## src/rtl/pintar_matriz_scan.sv

```systemverilog
// Row-multiplexed LED matrix painter: shows a glyph or an external game frame,
// latching its source only at frame boundaries and blinking the win/lose glyphs.
module pintar_matriz_scan #(
  parameter int ROWS           = 8,
  parameter int COLS           = 8,
  parameter int SEL_W          = 3,
  parameter int SCAN_DIV       = 6250,
  parameter int BLINK_FRAMES   = 64,
  parameter int ROW_ACTIVE_LOW = 0,
  parameter int JUEGO_CODE     = 7
) (
  input  logic                 PINTAR_SCAN_CLOCK_50,
  input  logic                 PINTAR_SCAN_RESET_InLow,
  input  logic                 PINTAR_SCAN_ENABLE_In,
  input  logic [SEL_W-1:0]     PINTAR_SCAN_ESTADO_In,
  input  logic [ROWS*COLS-1:0] PINTAR_SCAN_FRAME_In,
  output logic [ROWS-1:0]      PINTAR_SCAN_ROW_Out,
  output logic [COLS-1:0]      PINTAR_SCAN_COL_Out,
  output logic                 PINTAR_SCAN_FRAME_DONE_Out
);

  localparam int PW = (SCAN_DIV > 2) ? $clog2(SCAN_DIV) : 1;
  localparam int RW = $clog2(ROWS);
  localparam int BW = (BLINK_FRAMES > 2) ? $clog2(BLINK_FRAMES) : 1;

  localparam logic [PW-1:0]   PRESC_LAST = PW'(SCAN_DIV - 1);
  localparam logic [RW-1:0]   ROW_LAST   = RW'(ROWS - 1);
  localparam logic [BW-1:0]   BLINK_LAST = BW'(BLINK_FRAMES - 1);
  localparam logic [ROWS-1:0] ROW_IDLE   = {ROWS{ROW_ACTIVE_LOW != 0}};

  logic [PW-1:0]        presc_reg;
  logic [RW-1:0]        row_idx_reg;
  logic [SEL_W-1:0]     estado_reg;
  logic [ROWS*COLS-1:0] frame_reg;
  logic [BW-1:0]        blink_cnt_reg;
  logic                 phase_reg;
  logic [ROWS-1:0]      row_out_reg;
  logic [COLS-1:0]      col_out_reg;
  logic                 done_reg;

  logic            tick;
  logic            frame_end;
  logic            blink_off;
  logic [63:0]     glyph_bits;
  logic [COLS-1:0] row_pattern;
  logic [ROWS-1:0] row_onehot;

  assign tick      = PINTAR_SCAN_ENABLE_In && (presc_reg == PRESC_LAST);
  assign frame_end = tick && (row_idx_reg == ROW_LAST);
  assign blink_off = phase_reg &&
                     ((estado_reg == SEL_W'(5)) || (estado_reg == SEL_W'(6)));

  // Glyph rows packed with row 7 in the top byte, bit 7 = column 7.
  always_comb begin
    glyph_bits = '0;
    case (estado_reg)
      SEL_W'(0): glyph_bits = 64'hFFFF_1818_1818_FFFF;
      SEL_W'(1): glyph_bits = 64'h0818_0808_0808_081C;
      SEL_W'(2): glyph_bits = 64'h3C42_0204_0810_207E;
      SEL_W'(3): glyph_bits = 64'h3C42_021C_0202_423C;
      SEL_W'(4): glyph_bits = 64'h040C_1424_7E04_0404;
      SEL_W'(5): glyph_bits = 64'h0001_0204_8850_2000;
      SEL_W'(6): glyph_bits = 64'h8142_2418_1824_4281;
      default:   glyph_bits = '0;
    endcase
  end

  always_comb begin
    row_pattern = '0;
    if (estado_reg == SEL_W'(JUEGO_CODE)) begin
      row_pattern = frame_reg[row_idx_reg * COLS +: COLS];
    end else if (int'(row_idx_reg) < 8) begin
      row_pattern[7:0] = glyph_bits[{row_idx_reg[2:0], 3'b000} +: 8];
    end
    if (blink_off) begin
      row_pattern = '0;
    end
  end

  genvar gi;
  generate
    for (gi = 0; gi < ROWS; gi++) begin : g_row_sel
      assign row_onehot[gi] = (row_idx_reg == RW'(gi));
    end
  endgenerate

  always_ff @(posedge PINTAR_SCAN_CLOCK_50 or negedge PINTAR_SCAN_RESET_InLow) begin
    if (!PINTAR_SCAN_RESET_InLow) begin
      presc_reg     <= '0;
      row_idx_reg   <= '0;
      estado_reg    <= '0;
      frame_reg     <= '0;
      blink_cnt_reg <= '0;
      phase_reg     <= 1'b0;
      row_out_reg   <= ROW_IDLE;
      col_out_reg   <= '0;
      done_reg      <= 1'b0;
    end else begin
      done_reg <= frame_end;
      if (PINTAR_SCAN_ENABLE_In) begin
        row_out_reg <= row_onehot ^ ROW_IDLE;
        col_out_reg <= row_pattern;
        presc_reg   <= tick ? '0 : presc_reg + PW'(1);
        if (tick) begin
          row_idx_reg <= (row_idx_reg == ROW_LAST) ? '0 : row_idx_reg + RW'(1);
        end
        // Sources are only sampled here, so a frame is never painted from two states.
        if (frame_end) begin
          estado_reg <= PINTAR_SCAN_ESTADO_In;
          if (PINTAR_SCAN_ESTADO_In == SEL_W'(JUEGO_CODE)) begin
            frame_reg <= PINTAR_SCAN_FRAME_In;
          end
          if (PINTAR_SCAN_ESTADO_In != estado_reg) begin
            blink_cnt_reg <= '0;
            phase_reg     <= 1'b0;
          end else if (blink_cnt_reg == BLINK_LAST) begin
            blink_cnt_reg <= '0;
            phase_reg     <= ~phase_reg;
          end else begin
            blink_cnt_reg <= blink_cnt_reg + BW'(1);
          end
        end
      end else begin
        row_out_reg <= ROW_IDLE;
        col_out_reg <= '0;
      end
    end
  end

  assign PINTAR_SCAN_ROW_Out        = row_out_reg;
  assign PINTAR_SCAN_COL_Out        = col_out_reg;
  assign PINTAR_SCAN_FRAME_DONE_Out = done_reg;

endmodule

```

## config.mk

```make
export PLATFORM = sky130hd
export DESIGN_NAME = pintar_matriz_scan
export DESIGN_NICKNAME = d
export VERILOG_FILES = /design/src/rtl/pintar_matriz_scan.sv
export SDC_FILE = /design/constraint.sdc
export NUM_CORES = 1
export LEC_CHECK = 0
export ABC_CLOCK_PERIOD_IN_PS = 3200
export CELL_PAD_IN_SITES_DETAIL_PLACEMENT = 1
export CELL_PAD_IN_SITES_GLOBAL_PLACEMENT = 1
export CORE_MARGIN = 2
export CORE_UTILIZATION = 43
export CTS_CLUSTER_SIZE = 28
export DETAILED_ROUTE_END_ITERATION = 16
export GPL_ROUTABILITY_DRIVEN = 0
export PLACE_DENSITY_LB_ADDON = 0.1
export SLEW_MARGIN = 25
export SYNTH_ARGS = -nofsm -noshare
export SYNTH_HDL_FRONTEND = slang
export SYNTH_SLANG_ARGS = --single-unit
```

## constraint.sdc

```tcl
create_clock -name PINTAR_SCAN_CLOCK_50 -period 3.2 [get_ports PINTAR_SCAN_CLOCK_50]
set_input_delay 0.8 -clock PINTAR_SCAN_CLOCK_50 [delete_from_list [all_inputs] [get_ports PINTAR_SCAN_CLOCK_50]]
set_output_delay 0.8 -clock PINTAR_SCAN_CLOCK_50 [all_outputs]
set_load 0.02 [all_outputs]
```

==> reports/qor.yml, run 1 <==
min_path:
  whs_path_depth: 1
  hold_path_class: "reg -> reg"
  min-delay-start: "blink_cnt_reg[5]"
global_route:
  grt_max_degree: 65
  antenna_found_initial: 0
  grt_first_pass_wirelength_microns: 25000
  grt_pass1_vias: 4527
  grt_overflow_total: 0
  track_usage: 0.227
power_and_ir_drop:
  p_leak_nw: 3.30
  total_power_mw: 2.87
  p_per_area_mw_per_mm2: 410
  ir_drop_uv: 282
critical_path:
  cp.required_ns: 3.50
  critical_path_class: "reg -> reg"
  cp.arrival_ns: 2.99
  crit_path_start_kind: "flip-flop"
  r2r_start: "row_idx_reg[0]"
  r2r_slack_ns: 0.51
  cp_max_fo: 12
  crit_path_start: "row_idx_reg[0]"
  r2r_end: "PINTAR_SCAN_COL_Out[1]"
  endpoint_kind: "flip-flop"
  r2r_cells: 6
  setup.worst_path.end: "PINTAR_SCAN_COL_Out[1]"
drt:
  wl_per_cell_microns: 20.3
  drtIter0Drc: 235
  top_layer: "met4"
  dr_wl_met3_microns: 772
  vias: 4357
  drt-met1-wl_microns: 6420
  wl_microns: 15400
  firstDrtPassIters: 5
  drc_errors: 0
  via_per_inst: 5.76
  ant_nets: 0
  met2_length_microns: 7840
layout:
  layout_common_cells: "dfrtp_1 (107), clkdlybuf4s50_1 (85), mux2_4 (60)"
  largest_reg_flops: 64
  design_area_sq_mm: 0.00700
  layout_commonest_cell: "dfrtp_1"
  nets: 661
  n_fill_cell: 1386
  finish.cell_count_without_fillers: 757
  drive_gt1_frac: 0.178
  syn_to_final_growth_pct: 23.5
  num_antenna_cells: 0
  postLayoutCoreUtil: 0.550
synth:
  ys.flop_type: "dfrtp_1"
  synth_seq_area_share: 0.473
  synth-edff-count: 0
  synth.avg_cell_area_sq_um: 11.3
  synth_cells: 502
  yosys.area.top_type: "dfrtp_1"
  synth_cell_type_count: 62
  synth.yosys.warnings: 0
  yosysTopAreaCellShare: 0.473
  synth-seq-cells: 107
  synth_area_sq_mm: 0.00567
  yosys-top-cells-area: "dfrtp_1 (47%), mux2_4 (16%), o21ai_0 (2.8%)"
  async_flop_share: 1.00
  syn_nets: 583
cts:
  clk_pin_slew_ns: 0.07
  post-cts-setup-buffers: 0
  cts_tree: "yes"
  clockBufferDepth: 2
  cts_buffers: 9
  post_cts_resized: 0
  clk_latency_ns: 0.36
  htreeDepth: 3
  clkSinkCount: 107
  clockRootBuffer: "clkbuf_16"
  cts_hold_buf: 0
sta:
  slew_headroom: 0.486
  final.setup.worst_slack_ns: 0.507
  fin_crit_sh: 0.842
  rsz0062_at_grt: "false"
  tightestPinTransition_ns: 0.751
  min_period_ns: 2.69
  setup_tns_ns: 0
  finalSetupViolations: 0
  timing.hold.ws_ns: 0.473
  worst_clock_skew_ns: 0.00594
  slew_viol_final: 0
  finalHoldViolCount: 0
  maxClockFrequency_ghz: 0.371
placement:
  hpwl_microns: 11000
  pre_cts_ws_ns: 0.292
  portBuffers: 86
  post-place-cells: 741
  placed_area_sq_mm: 0.00669
floorplanning:
  coreArea_sq_mm: 0.0127
  dieArea_sq_mm: 0.0141
  start_util: 0.445
  rows: 41
  dieWidth_microns: 119
  die_h_microns: 119
  io_pins: 87
status:
  status: "finished clean"
job:
  cap_viol_max_count: 0
==> how the worst min path moves through the flow <==
| stage | slack [ns] | end |
|---|---|---|
| after floorplan | 0.44 | blink_cnt_reg[5] |
| after global placement | 0.47 | blink_cnt_reg[5] |
| after detailed placement | 0.47 | blink_cnt_reg[5] |
| after CTS | 0.48 | blink_cnt_reg[5] |
| after global routing | 0.50 | blink_cnt_reg[5] |
| final | 0.47 | blink_cnt_reg[5] |
==> report_power, final <==
part           internal, mW  switching [mW]
sequential             1.39          0.0677
clock                 0.684           0.492
combinational         0.133           0.100
==> per-layer routing <==
layer  vias up  GRT usage
met4         0     0.0804
li1       1974          -
met2       155      0.388
met1      2199      0.283
met3        29     0.0478
met5         -          0
==> layout make-up <==
class | count | area [sq um] | area share
clock buffer | 11 | 233 | 0.0333
sequential | 107 | 2680 | 0.383
multi-input combinational | 351 | 2780 | 0.397
tap | 172 | 215 | 0.0308
timing repair buffer | 100 | 976 | 0.139
clock inverter | 5 | 77.6 | 0.0111
inverter | 11 | 42.5 | 0.00608
==> cells by family after synthesis <==
group / count (synthesis) / synth area share
xor+xnor: 15 / 0.0232
buf+inv: 44 / 0.0373
mux: 71 / 0.180
simple gates: 139 / 0.130
flops: 107 / 0.473
fa+ha+maj: 11 / 0.0243
compound gates: 115 / 0.133
==> cells in the mapped netlist, drive strengths merged (6+ instances only) <==
master,number
nand2,36
ha,11
o21ai,33
xnor2,10
dfrtp,107
nand4,10
a21oi,27
nor2b,6
buf,8
and2,7
and3,10
clkbuf,25
inv,8
nor3,9
nand3,18
mux2,68
nor2,28
==> worst max-delay path, stage by stage, from the launching register on <==
cell,delay [ns]
dfrtp_1,0.56
nor2b_1,0.60
a22oi_1,0.15
a21oi_1,0.26
a2111oi_0,0.15
a2111oi_0,0.68
buf_4,0.23
(Power assumes the default switching activity.)
==> run 2: changes to the inputs <==
--- a/config.mk
+++ b/config.mk
@@ -5,11 +5,11 @@
 export SDC_FILE = /design/constraint.sdc
 export NUM_CORES = 1
 export LEC_CHECK = 0
-export ABC_CLOCK_PERIOD_IN_PS = 3200
+export ABC_CLOCK_PERIOD_IN_PS = 2300
 export CELL_PAD_IN_SITES_DETAIL_PLACEMENT = 1
 export CELL_PAD_IN_SITES_GLOBAL_PLACEMENT = 1
 export CORE_MARGIN = 2
-export CORE_UTILIZATION = 43
+export CORE_UTILIZATION = 39
 export CTS_CLUSTER_SIZE = 28
 export DETAILED_ROUTE_END_ITERATION = 16
 export GPL_ROUTABILITY_DRIVEN = 0
==> constraint.sdc (replaced) <==
create_clock -name PINTAR_SCAN_CLOCK_50 -period 2.3 [get_ports PINTAR_SCAN_CLOCK_50]
set_input_delay 0.575 -clock PINTAR_SCAN_CLOCK_50 [delete_from_list [all_inputs] [get_ports PINTAR_SCAN_CLOCK_50]]
set_output_delay 0.575 -clock PINTAR_SCAN_CLOCK_50 [all_outputs]
set_load 0.02 [all_outputs]
==> run 2 against run 1 <==
- final area increased by 3.4%
- global-route usage decreased by 2.1 points
- setup slack lost 0.45 ns
- hold slack got worse by 0.26 ns
- sequential share of layout area shrank 1.3 points
- routed wire length increased by 1.2%
- sequential power rose by 38%
- final cell count is 4.6% higher
- fmax rose by 20%
- power grew 42%
- utilization fell by 4.6 points
- count of clock-buffer cells in the layout shrank 1
- critical path type unchanged
- largest cell class unchanged
==> reports/qor.yml, run 2 (synthesized netlist as in run 1, its figures left out) <==
global_route:
  grt_overflow_total: 0
  grt_pass1_vias: 4588
  antenna_found_initial: 0
  track_usage: 0.206
  grt_max_degree: 108
  grt_first_pass_wirelength_microns: 25200
critical_path:
  crit_path_start_kind: "flip-flop"
  crit_family: "compound AO/OA/AOI/OAI gates"
  cpPeakStageDelay_ns: 0.60
  cp_max_fo: 37
  endpoint_kind: "flip-flop"
  critical_path_class: "reg -> reg"
  path_buf_inv: 4
  worstPathCellList: "buf_12 -> inv_1 -> buf_4 -> o2111a_1 -> a311o_1 -> a31oi_1 -> a2111oi_0 -> buf_4"
  cp.required_ns: 2.61
  slowest_stage: "a2111oi_0"
  worst_path_most_repeated_cell: "buf_4"
  cp.arrival_ns: 2.55
floorplanning:
  rows: 44
  start_util: 0.394
  dieArea_sq_mm: 0.0155
  dieWidth_microns: 125
  io_pins: 87
  die_h_microns: 125
  coreArea_sq_mm: 0.0144
layout:
  postLayoutCoreUtil: 0.504
  syn_to_final_growth_pct: 27.7
  finish.cell_count_without_fillers: 792
  drive_gt1_frac: 0.215
  num_antenna_cells: 0
  design_area_sq_mm: 0.00724
  multi_input_area_sq_mm: 0.00279
  layout_commonest_cell: "dfrtp_1"
  nets: 685
  largest_reg_flops: 64
  regArea_sq_mm: 0.00268
  n_fill_cell: 1540
  layout_common_cells: "dfrtp_1 (107), clkdlybuf4s50_1 (85), mux2_4 (60)"
job:
  cap_viol_max_count: 0
min_path:
  hold_path_class: "in -> async"
status:
  status: "finished clean"
cts:
  clockRootBuffer: "clkbuf_16"
  clkSinkCount: 107
  cts_tree: "yes"
  clk_latency_ns: 0.36
  clockBufferDepth: 2
  post-cts-setup-buffers: 0
  cts_buffers: 9
  htreeDepth: 3
  clk_pin_slew_ns: 0.07
sta:
  finalSetupViolations: 0
  fin_crit_sh: 0.976
  min_period_ns: 2.25
  slew_headroom: 0.576
  maxClockFrequency_ghz: 0.445
  tightestPinTransition_ns: 0.620
  rsz0062_at_grt: "false"
  worst_clock_skew_ns: 0.00763
  slew_viol_final: 0
  finalHoldViolCount: 0
power_and_ir_drop:
  ir_drop_uv: 326
  p_per_area_mw_per_mm2: 563
  p_leak_nw: 3.43
drt:
  via_per_inst: 5.44
  drc_errors: 0
  wl_per_cell_microns: 19.7
  firstDrtPassIters: 4
  drtIter0Drc: 243
  wl_microns: 15600
  ant_nets: 0
  vias: 4309
placement:
  post-place-cells: 777
  placed_area_sq_mm: 0.00691
  hpwl_microns: 11200
  portBuffers: 86
[run 2: cell count changes in the layout (fill, tap and decap cells not counted)]
cell      delta
o31ai_1      -1
or2_1        +1
o41ai_2      +1
or2_0        -1
o41ai_1      -1
o31ai_2      +1
buf_12       +2
clkbuf_1     -2
buf_4       +22
clkbuf_8     +1
[run 2: final timing paths]
path,startpoint,endpoint,depth (start not counted),slack (ns)
worst min register to register,blink_cnt_reg[5],blink_cnt_reg[5],1,0.50
worst max-delay path,row_idx_reg[0],PINTAR_SCAN_COL_Out[1],8,0.05
worst max register to register,row_idx_reg[0],PINTAR_SCAN_COL_Out[1],8,0.05
worst min-delay path,PINTAR_SCAN_RESET_InLow,blink_cnt_reg[4],2,0.21
min in group PINTAR_SCAN_CLOCK_50,blink_cnt_reg[5],blink_cnt_reg[5],1,0.50
max in group asynchronous,PINTAR_SCAN_RESET_InLow,blink_cnt_reg[0],2,1.54
[run 2: where the power goes]
group	total, mW	internal [mW]	leakage (nW)	switching (mW)
Combinational	0.389	0.218	1.83	0.171
Sequential	2.01	1.94	1.45	0.0675
Clock	1.68	0.974	0.154	0.704
Total	4.07	3.13	3.43	0.942
[run 2: metal layers]
layer | up-vias | wire length (microns) | part of all wire | GRT usage
met2 | 112 | 7660 | 0.49 | 0.339
met1 | 2140 | 6810 | 0.44 | 0.270
met3 | 25 | 700 | 0.045 | 0.0361
met4 | 0 | 421 | 0.027 | 0.0853
met5 | - | 0 | 0 | 0
li1 | 2032 | - | - | -
[run 2: timing repair]
action | CTS | global route
hold buffers | 0 | 0
setup endpoints to repair | 0 | 11
resized for setup | 0 | 3
[run 2: area by class of cell]
cell class                      instances  area share
Clock buffer                           10      0.0330
Clock inverter                          5      0.0107
Inverter                               11     0.00588
Multi-Input combinational cell        351       0.385
Sequential cell                       107       0.370
Tap cell                              184      0.0318
Timing Repair Buffer                  124       0.163
[run 2: metrics by stage]
| step | TNS [ns] | setup WS (ns) | hold slack (ns) | power (mW) |
|---|---|---|---|---|
| finish | 0 | 0.0544 | 0.214 | 4.07 |
| global placement | -10.41 | -0.170 | 0.460 | 2.41 |
| global route | 0 | 0.00132 | 0.338 | 4.24 |
| detailed placement | -12.09 | -0.203 | 0.492 | 2.44 |
| floorplan | 0 | 0.0691 | 0.279 | 2.17 |
| CTS | 0 | 0.0675 | 0.305 | 4.12 |
[run 2: worst reg2reg max path, stage by stage (launching register included)]
cell	delay [ns]
dfrtp_1	0.47
buf_12	0.21
inv_1	0.12
buf_4	0.20
o2111a_1	0.20
a311o_1	0.13
a31oi_1	0.05
a2111oi_0	0.60
buf_4	0.21
==> run 3: changes to the inputs <==
--- a/config.mk
+++ b/config.mk
@@ -10,6 +10,7 @@
 export CELL_PAD_IN_SITES_GLOBAL_PLACEMENT = 1
 export CORE_MARGIN = 2
 export CORE_UTILIZATION = 39
+export CTS_CLUSTER_DIAMETER = 150
 export CTS_CLUSTER_SIZE = 28
 export DETAILED_ROUTE_END_ITERATION = 16
 export GPL_ROUTABILITY_DRIVEN = 0
==> results of run 3 <==
Final layout, timing and power as in run 2 (identical DEF).
